--- src/rtl/alu_operand_sequencer.sv ---
// alu_operand_sequencer
// Collects operand A, operand B and an opcode from a shared switch bus using
// Enter/Undo pulses. It presents them to an external combinational ALU and
// captures that ALU's result and flags for display. No arithmetic is done here.
module alu_operand_sequencer #(
    parameter int M     = 16,
    parameter int CNT_W = 8
) (
    input  logic             clk,
    input  logic             reset,
    input  logic [M-1:0]     DataIn,
    input  logic             Enter,
    input  logic             Undo,
    input  logic [M-1:0]     AluResult,
    input  logic [4:0]       AluFlags,
    output logic [M-1:0]     A,
    output logic [M-1:0]     B,
    output logic [1:0]       OpCode,
    output logic [M-1:0]     ResultReg,
    output logic [4:0]       FlagsReg,
    output logic [M-1:0]     Display,
    output logic [2:0]       State,
    output logic             ResultValid,
    output logic [CNT_W-1:0] OpCount
);

    typedef enum logic [2:0] {
        WAIT_A  = 3'b000,
        WAIT_B  = 3'b001,
        WAIT_OP = 3'b010,
        CALC    = 3'b011,
        SHOW    = 3'b100
    } state_t;

    state_t           state_q, state_d;
    logic [M-1:0]     a_q, a_d;
    logic [M-1:0]     b_q, b_d;
    logic [1:0]       op_q, op_d;
    logic [M-1:0]     res_q, res_d;
    logic [4:0]       flg_q, flg_d;
    logic             rv_q, rv_d;
    logic [CNT_W-1:0] cnt_q, cnt_d;

    // Next-state and register-load decisions; Enter always beats Undo.
    always_comb begin
        state_d = state_q;
        a_d     = a_q;
        b_d     = b_q;
        op_d    = op_q;
        res_d   = res_q;
        flg_d   = flg_q;
        cnt_d   = cnt_q;
        case (state_q)
            WAIT_A: begin
                if (Enter) begin
                    a_d     = DataIn;
                    state_d = WAIT_B;
                end
            end
            WAIT_B: begin
                if (Enter) begin
                    b_d     = DataIn;
                    state_d = WAIT_OP;
                end else if (Undo) begin
                    state_d = WAIT_A;
                end
            end
            WAIT_OP: begin
                if (Enter) begin
                    op_d    = DataIn[1:0];
                    state_d = CALC;
                end else if (Undo) begin
                    state_d = WAIT_B;
                end
            end
            CALC: begin
                // The ALU has had a full cycle on the registered operands;
                // the button inputs are deliberately ignored here.
                res_d   = AluResult;
                flg_d   = AluFlags;
                cnt_d   = cnt_q + CNT_W'(1);
                state_d = SHOW;
            end
            SHOW: begin
                if (Enter) begin
                    state_d = WAIT_A;
                end else if (Undo) begin
                    state_d = WAIT_OP;
                end
            end
            default: state_d = WAIT_A;
        endcase
        // SHOW is only reachable from CALC, so this flag rises on CALC->SHOW
        // and drops on any exit from SHOW.
        rv_d = (state_d == SHOW);
    end

    // State and datapath registers with synchronous reset.
    always_ff @(posedge clk) begin
        if (reset) begin
            state_q <= WAIT_A;
            a_q     <= '0;
            b_q     <= '0;
            op_q    <= '0;
            res_q   <= '0;
            flg_q   <= '0;
            rv_q    <= 1'b0;
            cnt_q   <= '0;
        end else begin
            state_q <= state_d;
            a_q     <= a_d;
            b_q     <= b_d;
            op_q    <= op_d;
            res_q   <= res_d;
            flg_q   <= flg_d;
            rv_q    <= rv_d;
            cnt_q   <= cnt_d;
        end
    end

    // Display selects live switch value while entering data, result afterwards.
    always_comb begin
        case (state_q)
            WAIT_A, WAIT_B: Display = DataIn;
            WAIT_OP:        Display = {{(M-2){1'b0}}, DataIn[1:0]};
            default:        Display = res_q;
        endcase
    end

    assign A           = a_q;
    assign B           = b_q;
    assign OpCode      = op_q;
    assign ResultReg   = res_q;
    assign FlagsReg    = flg_q;
    assign State       = state_q;
    assign ResultValid = rv_q;
    assign OpCount     = cnt_q;

endmodule
--- config.mk ---
export PLATFORM = sky130hd
export DESIGN_NAME = alu_operand_sequencer
export DESIGN_NICKNAME = d
export VERILOG_FILES = /design/src/rtl/alu_operand_sequencer.sv
export SDC_FILE = /design/constraint.sdc
export NUM_CORES = 1
export LEC_CHECK = 0
export BUFFER_PORTS_ARGS = -buffer_cell sky130_fd_sc_hd__buf_2
export CAP_MARGIN = 20
export CELL_PAD_IN_SITES_DETAIL_PLACEMENT = 1
export CELL_PAD_IN_SITES_GLOBAL_PLACEMENT = 2
export CORE_ASPECT_RATIO = 1.2
export CORE_MARGIN = 3
export CORE_UTILIZATION = 25
export CTS_CLUSTER_SIZE = 24
export DETAILED_ROUTE_END_ITERATION = 10
export GPL_TIMING_DRIVEN = 0
export PLACE_DENSITY = 0.8
export RECOVER_POWER = 50
export SLEW_MARGIN = 20
export SYNTH_ARGS = -nofsm -noshare
export SYNTH_HDL_FRONTEND = slang
export SYNTH_SLANG_ARGS = --single-unit
--- constraint.sdc ---
create_clock -name clk -period 1.55 [get_ports clk]
set_input_delay 0.31 -clock clk [delete_from_list [all_inputs] [get_ports clk]]
set_output_delay 0.31 -clock clk [all_outputs]
set_load 0.005 [all_outputs]
==> reports/qor.txt <==
Yosys warns = 0
PortBufs = 121
VDD IR-drop max = 0.560 mV
Hold WC Path Type = input pin to flop
Fin. Hold Viols = 0
Clk slew on worst S/H paths = 0.06 ns
Most used DFF post-synth = dfxtp_1
Placed Area = 0.00338 mm^2
Final WS setup = -0.175 ns
Die X = 99.4 um
Area occupied by multi-input gates = 0.00119 mm^2
Sequential element share of the synthesized area = 51.3%
Crit path launch type = flop
EDFF count, synth = 0
GP Congestion = 0.730
Worst path max stage delay = 0.35 ns
Hold_ws = 0.220 ns
Switch share = 22.7%
Register bit count reported by yosys = 67
CTS Sinks = 67
HPWL after DPL = 7.08 mm
Final setup viols = 26
TritonCTS clock tree = yes
Achievable Freq = 580 MHz
Worst-case clock skew = 0.00625 ns
Post-DRT Antenna Nets = 0
FF/Latch Area = 0.00135 mm^2
Hold path startpoint = AluFlags[2]
Post-DR vias/cell = 4.66
Std-Cell Core Area = 0.0101 mm^2
Congestion Overflow GR = 0
Via count = 2748
P_int = 0.00345 W
CP startpoint = State[0]
Syn avg cell area = 8.23 um^2
Gate power share = 11.1%
Power share of the clock group = 48.1%
Largest area contributor in the netlist = dfxtp_1
Drt drc = 0
Slowest cell on crit path = dfxtp_4
Flop pwr share = 40.8%
MaxCap Viol Count = 0
First-pass DRT Iterations = 4
Die Height = 118 um
Cell Pwr Density = 1170 mW/mm^2
Synthesized instance count = 318
CP Data Arrival Time = 1.41 ns
Core Util, Final = 37.6%
IO Count = 124
CP required = 1.24 ns
Final Cell Area = 0.00380 mm^2
Crit Path Class = flop to primary output
Setup crit end kind = primary output
Area contributors post-synth = dfxtp_1 (51%), nand2_1 (16%), a21oi_1 (11%)
Root buffer cell = clkbuf_16
RSZ-0062 raised after global routing = yes
Die Area = 0.0117 mm^2
Yosys cell types = 33
Antenna violations before repair = 3
Crit-path cells = a21o_4, buf_8, a22o_1, buf_2
Mapped cell area = 0.00262 mm^2
TNS Setup = -2.64 ns
Worst-margin pin slew = 0.623 ns
Post-Syn Nets = 360
Initial DRC Count = 36
H-tree levels = 3
Final Cycle Share = 111%
Global-route wire length before repair = 15.0 mm
Worst-path maximum fanout = 5
Ys async rst share = 0%
Final wirelength = 9.69 mm
Switch Pwr = 0.00101 W
P&R area growth vs syn = 45.4%
Failing checks = setup timing
Relative slew slack = 58.5%
Min cycle time layout = 1.72 ns
Num CTS Buffers = 9
Post-layout nets = 501
GR Util All Layers = 16.7%
Total chip power = 0.00446 W
Clk buf depth = 2
Leakage = 1.60 nW
Clock Latency Late Sink = 0.33 ns
Share of cells above drive strength 1 = 27.9%
Initial core utilization = 25.9%
Max Slew Vio Count = 0
Worst R2R Start = State[1]
Crit-path leading delay family = compound AO/OA/AOI/OAI gates
Synth top area share = 51.3%
Largest net degree at the start of global routing = 11
Fill count = 1272
Vias in the first global route = 2733
Row count = 40
Worst path bufs/invs = 2
Status = finished with violations
WL/cell = 16.4 um
==> path summary, 6_finish.rpt <==
kind / to / slack (ns) / cells past startpoint
worst max register to register: B[3] / -0.05 / 6
worst min-delay path: FlagsReg[2] / 0.22 / 3
worst min register to register: A[2] / 0.46 / 2
worst max-delay path: Display[2] / -0.17 / 4
==> final cells by class <==
cell class	instances	area share, %
sequential	67	35.5
multi-input combinational	228	31.2
timing repair buffer	133	17.5
clock buffer	13	6.58
tap	126	4.14
buffer	20	3.39
clock inverter	2	1.58
antenna	1	0.0658
==> per-stage QoR <==
step	cells	setup WS, ns
2_1_floorplan	318	0.0756
3_3_place_gp	565	-0.329
3_5_place_dp	565	-0.370
4_1_cts	590	-0.260
5_1_grt	590	-0.213
6_report	590	-0.175
==> layout by cell type, fill, tap and decap left out, types with 2 or more instances in the layout <==
master,n
mux2i_1,2
buf_4,12
nor3_1,2
a22o_1,14
clkbuf_4,4
a21oi_1,57
buf_2,87
dfxtp_1,64
nand4_1,3
clkbuf_8,2
nor2_1,10
nand3_1,2
nand2_1,110
dfxtp_4,3
mux2_2,2
and3_1,2
and3b_1,2
clkbuf_1,49
bufinv_16,2
xnor2_1,3
xor2_1,3
clkbuf_16,10
==> logic make-up after synthesis <==
group           synth area share [%]
simple gates                    23.2
compound gates                  17.3
flops                           51.3
buf+inv                         4.11
xor+xnor                        2.01
mux                             1.63
fa+ha+maj                      0.478
==> synth_stat cells (2+ instances only) <==
cell type,count
buf_2,10
clkbuf_1,11
xor2_1,3
nand2_1,110
mux2i_1,2
dfxtp_1,67
nor2_1,10
and3_1,2
nor3_1,2
nand3_1,2
mux2_2,2
a22o_1,14
or3_1,2
xnor2_1,3
nand4_1,3
a21oi_1,57
and3b_1,2
==> routing by layer <==
| metal | track usage (%) | vias to the layer above | wire, um |
|---|---|---|---|
| li1 | - | 1350 | - |
| met1 | 19.3 | 1279 | 3950 |
| met2 | 28.2 | 90 | 4790 |
| met3 | 3.62 | 25 | 608 |
| met4 | 9.14 | 4 | 311 |
| met5 | 0 | - | 27 |
==> state kept, by name (all words and copies together), names as in the netlist <==
register / count
OpCount: 8
FlagsReg: 5
ResultReg: 16
OpCode: 2
State: 3
A: 16
B: 16
ResultValid: 1
==> timing repair <==
item | CTS | global route
gates resized for setup | 26 | 7
hold endpoints to repair | 0 | 0
setup endpoints to repair | 56 | 50
gates cloned | 0 | 1
hold buffers | 0 | 0
setup buffers | 10 | 1
pin swaps | 6 | 6
==> worst min-delay path: cells and delay by family <==
family	cells	cell delay [ns]
buffers and inverters	1	0.10
and+or+nand+nor	1	0.05
AOI/OAI and AO/OA	1	0.05
==> power groups by stage <==
stage / Combinational [W] / Clock [W] / Sequential [W]
floorplan: 0.000221 / 0 / 0.00186
global placement: 0.000459 / 0 / 0.00185
detailed placement: 0.000468 / 0 / 0.00186
CTS: 0.000518 / 0.00220 / 0.00182
global route: 0.000548 / 0.00228 / 0.00183
finish: 0.000494 / 0.00215 / 0.00182
No activity file was read; power rests on OpenSTA's default activity.
